$ cat config.mk
export PLATFORM = sky130hd
export DESIGN_NAME = mem_port_arbiter_flat
export DESIGN_NICKNAME = d
export VERILOG_FILES = /design/src/rtl/mem_port_arbiter_pkg.sv /design/src/rtl/mem_port_arbiter_if.sv /design/src/rtl/mem_port_arbiter_capture.sv /design/src/rtl/mem_port_arbiter.sv /design/src/flat_wrapper.sv
export SDC_FILE = /design/constraint.sdc
export NUM_CORES = 1
export LEC_CHECK = 0
export ABC_AREA = 1
export CORE_MARGIN = 4
export CORE_UTILIZATION = 35
export CTS_BUF_LIST = sky130_fd_sc_hd__clkbuf_2
export DETAILED_ROUTE_END_ITERATION = 8
export SLEW_MARGIN = 20
export SYNTH_ARGS = -nofsm -noshare
export SYNTH_HDL_FRONTEND = slang
export SYNTH_HIERARCHICAL = 1
export SYNTH_SLANG_ARGS = --single-unit
$ cat constraint.sdc
create_clock -name clk -period 4.3 [get_ports clk]
set_input_delay 0.645 -clock clk [delete_from_list [all_inputs] [get_ports clk]]
set_output_delay 0.645 -clock clk [all_outputs]
set_load 0.03 [all_outputs]
$ cat src/rtl/mem_port_arbiter_pkg.sv
// Shared definitions for the main-memory port arbiter: FSM state encoding,
// requester indices and the default memory wait-state count.
package mem_arb_pkg;

  typedef enum logic [1:0] {
    IDLE  = 2'd0,
    ISSUE = 2'd1,
    WAIT  = 2'd2,
    DONE  = 2'd3
  } arb_state_e;

  localparam int REQ_I = 0;
  localparam int REQ_D = 1;

  localparam int DEF_WAIT_CYCLES = 4;

endpackage

$ cat src/rtl/mem_port_arbiter_if.sv
// Bus bundle between the two cache controllers, the arbiter and main memory.
// Handshake: reqN_strobe is a one-cycle request carrying rw/addr/wdata; reqN_ready
// is a one-cycle completion pulse with rdata valid in that cycle for reads.
interface mem_port_arbiter_if #(
  parameter int AW = 16,
  parameter int DW = 32
);

  logic          req0_strobe;
  logic          req0_rw;
  logic [AW-1:0] req0_addr;
  logic [DW-1:0] req0_wdata;
  logic          req0_ready;

  logic          req1_strobe;
  logic          req1_rw;
  logic [AW-1:0] req1_addr;
  logic [DW-1:0] req1_wdata;
  logic          req1_ready;

  logic [DW-1:0] rdata;
  logic [1:0]    grant;

  logic          mem_strobe;
  logic          mem_rw;
  logic [AW-1:0] mem_addr;
  logic [DW-1:0] mem_wdata;
  logic [DW-1:0] mem_rdata;

  logic [1:0]    dbg_state;

  modport master (
    output req0_strobe, req0_rw, req0_addr, req0_wdata,
    output req1_strobe, req1_rw, req1_addr, req1_wdata,
    output mem_rdata,
    input  req0_ready, req1_ready, rdata, grant,
    input  mem_strobe, mem_rw, mem_addr, mem_wdata, dbg_state
  );

  modport slave (
    input  req0_strobe, req0_rw, req0_addr, req0_wdata,
    input  req1_strobe, req1_rw, req1_addr, req1_wdata,
    input  mem_rdata,
    output req0_ready, req1_ready, rdata, grant,
    output mem_strobe, mem_rw, mem_addr, mem_wdata, dbg_state
  );

endinterface

$ cat src/rtl/mem_port_arbiter_capture.sv
// One requester's pending flag and captured rw/addr/wdata. A strobe in the same
// cycle as the clear of a completing request is accepted as a new request.
module arb_req_capture #(
  parameter int AW = 16,
  parameter int DW = 32
) (
  input  logic          clk,
  input  logic          rst_n,
  input  logic          strobe_i,
  input  logic          rw_i,
  input  logic [AW-1:0] addr_i,
  input  logic [DW-1:0] wdata_i,
  input  logic          clear_i,
  output logic          pending_o,
  output logic          rw_o,
  output logic [AW-1:0] addr_o,
  output logic [DW-1:0] wdata_o
);

  logic          pending_q, pending_d;
  logic          rw_q, rw_d;
  logic [AW-1:0] addr_q, addr_d;
  logic [DW-1:0] wdata_q, wdata_d;
  logic          accept;

  always_comb begin
    accept    = strobe_i && (!pending_q || clear_i);
    pending_d = accept || (pending_q && !clear_i);
    rw_d      = rw_q;
    addr_d    = addr_q;
    wdata_d   = wdata_q;
    if (accept) begin
      rw_d    = rw_i;
      addr_d  = addr_i;
      wdata_d = wdata_i;
    end
  end

  always_ff @(posedge clk or negedge rst_n) begin
    if (!rst_n) begin
      pending_q <= 1'b0;
      rw_q      <= 1'b0;
      addr_q    <= '0;
      wdata_q   <= '0;
    end else begin
      pending_q <= pending_d;
      rw_q      <= rw_d;
      addr_q    <= addr_d;
      wdata_q   <= wdata_d;
    end
  end

  assign pending_o = pending_q;
  assign rw_o      = rw_q;
  assign addr_o    = addr_q;
  assign wdata_o   = wdata_q;

endmodule

$ cat src/rtl/mem_port_arbiter.sv
// Two-requester main-memory port arbiter (I-cache = 0, D-cache = 1) with fixed wait states.
// Define MEM_ARB_FIXED_PRIO_EN to make the D-cache win every tie instead of round-robin.
module mem_port_arbiter
  import mem_arb_pkg::*;
#(
  parameter int AW          = 16,
  parameter int DW          = 32,
  parameter int WAIT_CYCLES = DEF_WAIT_CYCLES,
  parameter int CW          = 8
) (
  input logic              clk,
  input logic              reset,
  mem_port_arbiter_if.slave bus
);

  localparam logic [1:0] S_IDLE  = IDLE;
  localparam logic [1:0] S_ISSUE = ISSUE;
  localparam logic [1:0] S_WAIT  = WAIT;
  localparam logic [1:0] S_DONE  = DONE;

  logic [1:0]    state_q, state_d;
  logic          cur_q, cur_d;
  logic [CW-1:0] cnt_q, cnt_d;
  logic [DW-1:0] rdata_q, rdata_d;

  logic [1:0]    pend, cap_rw, strobe, clear, cand;
  logic [AW-1:0] cap_addr0, cap_addr1;
  logic [DW-1:0] cap_wd0, cap_wd1;
  logic          tie_win;
  logic          granted;

  assign strobe = {bus.req1_strobe, bus.req0_strobe};
  assign clear  = {(state_q == S_DONE) &&  cur_q, (state_q == S_DONE) && !cur_q};
  assign cand   = pend | strobe;

  arb_req_capture #(.AW(AW), .DW(DW)) u_cap_i (
    .clk      (clk),
    .rst_n    (reset),
    .strobe_i (bus.req0_strobe),
    .rw_i     (bus.req0_rw),
    .addr_i   (bus.req0_addr),
    .wdata_i  (bus.req0_wdata),
    .clear_i  (clear[REQ_I]),
    .pending_o(pend[REQ_I]),
    .rw_o     (cap_rw[REQ_I]),
    .addr_o   (cap_addr0),
    .wdata_o  (cap_wd0)
  );

  arb_req_capture #(.AW(AW), .DW(DW)) u_cap_d (
    .clk      (clk),
    .rst_n    (reset),
    .strobe_i (bus.req1_strobe),
    .rw_i     (bus.req1_rw),
    .addr_i   (bus.req1_addr),
    .wdata_i  (bus.req1_wdata),
    .clear_i  (clear[REQ_D]),
    .pending_o(pend[REQ_D]),
    .rw_o     (cap_rw[REQ_D]),
    .addr_o   (cap_addr1),
    .wdata_o  (cap_wd1)
  );

`ifdef MEM_ARB_FIXED_PRIO_EN
  assign tie_win = 1'(REQ_D);
`else
  // last_q holds the requester granted most recently; reset to D so I wins the first tie.
  logic last_q, last_d;
  assign last_d  = (state_q == S_DONE) ? cur_q : last_q;
  assign tie_win = ~last_q;

  always_ff @(posedge clk or negedge reset) begin
    if (!reset) last_q <= 1'(REQ_D);
    else        last_q <= last_d;
  end
`endif

  always_comb begin
    state_d = state_q;
    cur_d   = cur_q;
    cnt_d   = cnt_q;
    rdata_d = rdata_q;
    case (state_q)
      S_IDLE: begin
        if (|cand) begin
          state_d = S_ISSUE;
          cur_d   = (&cand) ? tie_win : cand[1];
        end
      end
      S_ISSUE: begin
        cnt_d   = CW'(WAIT_CYCLES);
        state_d = S_WAIT;
      end
      S_WAIT: begin
        cnt_d = cnt_q - CW'(1);
        if (cnt_q == CW'(1)) begin
          state_d = S_DONE;
          if (!cap_rw[cur_q]) rdata_d = bus.mem_rdata;
        end
      end
      S_DONE: begin
        // Only the other requester can chain straight into ISSUE; a fresh strobe
        // from the finishing requester waits one IDLE cycle.
        if (cand[~cur_q]) begin
          state_d = S_ISSUE;
          cur_d   = ~cur_q;
        end else begin
          state_d = S_IDLE;
        end
      end
      default: state_d = S_IDLE;
    endcase
  end

  always_ff @(posedge clk or negedge reset) begin
    if (!reset) begin
      state_q <= S_IDLE;
      cur_q   <= 1'b0;
      cnt_q   <= '0;
      rdata_q <= '0;
    end else begin
      state_q <= state_d;
      cur_q   <= cur_d;
      cnt_q   <= cnt_d;
      rdata_q <= rdata_d;
    end
  end

  assign granted        = (state_q != S_IDLE);
  assign bus.grant      = granted ? (cur_q ? 2'b10 : 2'b01) : 2'b00;
  assign bus.mem_strobe = (state_q == S_ISSUE);
  assign bus.mem_rw     = granted && cap_rw[cur_q];
  assign bus.mem_addr   = granted ? (cur_q ? cap_addr1 : cap_addr0) : '0;
  assign bus.mem_wdata  = granted ? (cur_q ? cap_wd1 : cap_wd0) : '0;
  assign bus.req0_ready = (state_q == S_DONE) && (cur_q == 1'(REQ_I));
  assign bus.req1_ready = (state_q == S_DONE) && (cur_q == 1'(REQ_D));
  assign bus.rdata      = rdata_q;
  assign bus.dbg_state  = state_q;

endmodule
$ cat src/flat_wrapper.sv
// flat-port wrapper written by rule: the top's interface ports become plain ports
module mem_port_arbiter_flat import mem_arb_pkg::*;
#(
  parameter int AW          = 16,
  parameter int DW          = 32,
  parameter int WAIT_CYCLES = DEF_WAIT_CYCLES,
  parameter int CW          = 8
)
  (clk, reset, bus_req0_strobe, bus_req0_rw, bus_req0_addr, bus_req0_wdata, bus_req1_strobe, bus_req1_rw, bus_req1_addr, bus_req1_wdata, bus_mem_rdata, bus_req0_ready, bus_req1_ready, bus_rdata, bus_grant, bus_mem_strobe, bus_mem_rw, bus_mem_addr, bus_mem_wdata, bus_dbg_state);
  mem_port_arbiter_if #(.AW(AW), .DW(DW)) bus_i ();
  input logic clk;
  input logic reset;
  input wire logic [$bits(bus_i.req0_strobe)-1:0] bus_req0_strobe;
  input wire logic [$bits(bus_i.req0_rw)-1:0] bus_req0_rw;
  input wire logic [$bits(bus_i.req0_addr)-1:0] bus_req0_addr;
  input wire logic [$bits(bus_i.req0_wdata)-1:0] bus_req0_wdata;
  input wire logic [$bits(bus_i.req1_strobe)-1:0] bus_req1_strobe;
  input wire logic [$bits(bus_i.req1_rw)-1:0] bus_req1_rw;
  input wire logic [$bits(bus_i.req1_addr)-1:0] bus_req1_addr;
  input wire logic [$bits(bus_i.req1_wdata)-1:0] bus_req1_wdata;
  input wire logic [$bits(bus_i.mem_rdata)-1:0] bus_mem_rdata;
  output wire logic [$bits(bus_i.req0_ready)-1:0] bus_req0_ready;
  output wire logic [$bits(bus_i.req1_ready)-1:0] bus_req1_ready;
  output wire logic [$bits(bus_i.rdata)-1:0] bus_rdata;
  output wire logic [$bits(bus_i.grant)-1:0] bus_grant;
  output wire logic [$bits(bus_i.mem_strobe)-1:0] bus_mem_strobe;
  output wire logic [$bits(bus_i.mem_rw)-1:0] bus_mem_rw;
  output wire logic [$bits(bus_i.mem_addr)-1:0] bus_mem_addr;
  output wire logic [$bits(bus_i.mem_wdata)-1:0] bus_mem_wdata;
  output wire logic [$bits(bus_i.dbg_state)-1:0] bus_dbg_state;
  assign bus_i.req0_strobe = bus_req0_strobe;
  assign bus_i.req0_rw = bus_req0_rw;
  assign bus_i.req0_addr = bus_req0_addr;
  assign bus_i.req0_wdata = bus_req0_wdata;
  assign bus_i.req1_strobe = bus_req1_strobe;
  assign bus_i.req1_rw = bus_req1_rw;
  assign bus_i.req1_addr = bus_req1_addr;
  assign bus_i.req1_wdata = bus_req1_wdata;
  assign bus_i.mem_rdata = bus_mem_rdata;
  assign bus_req0_ready = bus_i.req0_ready;
  assign bus_req1_ready = bus_i.req1_ready;
  assign bus_rdata = bus_i.rdata;
  assign bus_grant = bus_i.grant;
  assign bus_mem_strobe = bus_i.mem_strobe;
  assign bus_mem_rw = bus_i.mem_rw;
  assign bus_mem_addr = bus_i.mem_addr;
  assign bus_mem_wdata = bus_i.mem_wdata;
  assign bus_dbg_state = bus_i.dbg_state;
  mem_port_arbiter #(.AW(AW), .DW(DW), .WAIT_CYCLES(WAIT_CYCLES), .CW(CW)) u_core (.clk(clk), .reset(reset), .bus(bus_i));
endmodule
==> run_results.csv <==
group,metric,value,unit
floorplanning,die_area,20900,um^2
synth,postSynth.asyncResetShare,100,%
cts,cts-root-buf,"clkbuf_2",
floorplanning,core_area,18100,um^2
cts,insertion_delay,700,ps
timing,setup_viol,0,
routing,wirelength,19700,um
layout,final_cell_mix,"nand2_1 (299), clkdlybuf4s50_1 (218), dfrtp_1 (143)",
pwr,p_seq_share,33.0,%
global_routing,grt_pass1_wl,31000,um
cts,post_cts_resized,0,
routing,drtIter0Drc,248,
pwr,cellPowerDensity,797,nW/um^2
timing,worst_pin_slew,1090,ps
synth,synth.avg_cell_area,8.73,um^2
setup_path,critPathKind,"register to primary output",
synth,synth.distinct_cells,25,
setup_path,start_kind,"register",
setup_path,path_delay_family,"buffers and inverters",
timing,finalHoldViolCount,0,
synth,synth_ff_type,"dfrtp_1",
synth,ys_seq_area_share,55.1,%
timing,rsz0062_at_grt,"false",
routing,wl_per_cell,16.5,um
layout,fillers,1768,
pwr,switchingPower,3360,uW
global_routing,overflow,0,
worst_hold_path,hold_depth,3,
global_routing,grt-busiest-layer,"met2",
floorplanning,die_w,145,um
floorplanning,ios,222,
layout,drive_gt1_share,5.74,%
setup_path,slowest_delay,670,ps
pwr,pwr-share-comb,56.4,%
routing,drtAntennaViolNets,0,
global_routing,grt.total_usage,19.0,%
synth,synth_fp_nets,890,
global_routing,grt_max_degree,91,
cts,cts.sinks,144,
setup_path,reg2reg_depth,9,
synth,yosysWarnings,6,
setup_path,crit_cells,6,
pwr,ir_worst_vdd,0.339,mV
floorplanning,die_y,145,um
layout,syn_to_final_growth,38.5,%
setup_path,end_kind,"primary output",
floorplanning,rows,49,
timing,period_share,87.8,%
synth,synth_area,6540,um^2
pwr,clock_power_share,10.6,%
pwr,switching_share,46.6,%
layout,final_common_cell,"nand2_1",
placed_design,dp_slack,1240,ps
setup_path,crit_buf_inv,3,
timing,fmax,265,MHz
setup_path,cp.required,3650,ps
cts,cts_tree,"done",
routing,viasPerCell,4.86,
layout,final_nets,1087,
run_status,status,"completed",
timing,fin_ws,524,ps
placed_design,portBuffers,221,
timing,period_needed,3780,ps
cts,cts_buffers,17,
worst_hold_path,holdCritPathClass,"input pin to register",
pwr,p_int,3850,uW
cts,htreeDepth,4,
synth,synth_edf_count,0,
global_routing,antenna_found_initial,2,
timing,fin_skew,33.8,ps
routing,drc,0,
setup_path,cp.arrival,3130,ps
run,cap_violations,0,
global_routing,use_met1,25.0,%
placed_design,dp_hpwl,13200,um
pwr,power_leakage,0.00442,uW
floorplanning,start_util,36.0,%
cts,path_clk_slew,220,ps
timing,slew_headroom,26.8,%
setup_path,cp_cell_sequence,"inv_1 -> ha_1 -> nor2_4 -> buf_12 -> a22o_1 -> clkdlybuf4s50_1",
timing,finalMaxSlewViolations,0,
routing,drtPass1Iterations,4,
setup_path,crit_fanout,32,
global_routing,met2_usage,30.4,%
cts,cts_buffer_depth,2,
setup_path,slowest_stage,"clkdlybuf4s50_1",
synth,synthCells,749,
routing,vias,5773,
synth,ys_ff_latch,144,
timing,tns,0,ps
cts,cts_setup_buffers,0,
global_routing,grt_pass1_vias,5671,
placed_design,gp_congestion,0.770,
global_routing,gr-usage-met3,6.01,%
-- cells by family (layout without fill, tap and decap cells) --
| kind of cell | after synthesis | count (layout) | share of synthesized area [%] |
|---|---|---|---|
| XOR/XNOR | 1 | 1 | 0.134 |
| other | 0 | 2 | 0 |
| flip-flops | 144 | 144 | 55.1 |
| AND/OR/NAND/NOR | 466 | 466 | 30.2 |
| adder cells (fa/ha/maj) | 7 | 7 | 1.34 |
| AO/OA/AOI/OAI | 55 | 55 | 6.99 |
| buffers and inverters | 76 | 285 | 6.24 |
-- final timing paths --
check | slack [ps] | endpoint | start
max in group asynchronous | 2810 | u_core/u_cap_d/wdata_o[8] | reset
worst max register to register | 1660 | u_core/u_cap_d/rw_o | u_core/bus.dbg_state[0]
min in group asynchronous | 560 | u_core/bus.rdata[7] | reset
worst max-delay path | 520 | bus_mem_wdata[18] | u_core/bus.dbg_state[0]
worst min register to register | 480 | u_core/last_q | u_core/last_q
worst min-delay path | 460 | u_core/u_cap_i/addr_o[1] | bus_req0_addr[1]
-- flip-flops by register name (all words and copies together) (netlist names) --
name                      cells
u_core/u_cap_d/rw_o           1
u_core/u_cap_i/rw_o           1
u_core/u_cap_i/pending_o      1
u_core/cur_q                  1
u_core/u_cap_d/pending_o      1
u_core/bus.rdata             32
u_core/u_cap_d/wdata_o       32
u_core/u_cap_d/addr_o        16
u_core/last_q                 1
u_core/u_cap_i/addr_o        16
u_core/bus.dbg_state          2
u_core/cnt_q                  8
u_core/u_cap_i/wdata_o       32
-- what timing repair did --
item,CTS,global route
setup endpoints to repair,0,0
endpoints found under the hold margin,87,0
hold buffers,1,0
-- layout make-up --
cell class	instances	area (um^2)	area share, %
Sequential cell	144	3600	39.8
Clock inverter	13	140	1.55
Inverter	24	90.1	0.995
Antenna cell	2	5.00	0.0553
Multi-Input combinational cell	529	2540	28.0
Timing Repair Buffer	230	2300	25.4
Clock buffer	18	90.1	0.995
Tap cell	229	287	3.17
-- power by group through the flow --
stage	clock network, uW	registers [uW]	logic (uW)
6_report	767	2380	4060
3_3_place_gp	0	2420	4060
4_1_cts	806	2390	4110
3_5_place_dp	0	2410	4100
2_1_floorplan	0	2620	2300
5_1_grt	860	2460	4430
-- synth_stat cells (2+ instances only) --
master    number  share of area, %
nand2_1      299                17
dfrtp_1      143                55
nand3_1      137                10
a22o_1        48               6.4
buf_2         34               2.6
inv_1         23               1.3
nor2_1        15              0.86
buf_4          7              0.80
buf_6          7               1.2
ha_1           7               1.3
nand2_2        7              0.67
a21oi_1        3              0.23
nor2_4         3              0.52
o21ai_0        3              0.23
clkbuf_1       2              0.11
nor3_1         2              0.15
-- worst register-to-register path: stages (launching register included) --
cell and delay, ps:
dfrtp_1 470, ha_1 190, nand2_1 70, inv_1 130, inv_1 60, nand2_2 50, buf_4 460, nand2_2 750
nand2_1 290, nand2_1 70
-- metrics by stage --
stage          hold slack, ps  util, %  cell area [um^2]  std cells  total power (uW)
6_report                  465     49.9              9050       1189              7210
5_1_grt                   355     49.9              9050       1188              7750
4_1_cts                   379     49.9              9050       1187              7300
3_5_place_dp              457     48.5              8810       1155              6510
3_3_place_gp              452     48.5              8810       1155              6480
2_1_floorplan             349        -              6540        749              4920
-- routing by layer --
| layer | vias up | part of all wire [%] |
|---|---|---|
| met1 | 2729 | 44 |
| met2 | 177 | 48 |
| met3 | 18 | 7.2 |
| li1 | 2847 | - |
| met5 | - | 0.061 |
| met4 | 2 | 1.3 |
Note: power is estimated with default switching activity, not from simulation.
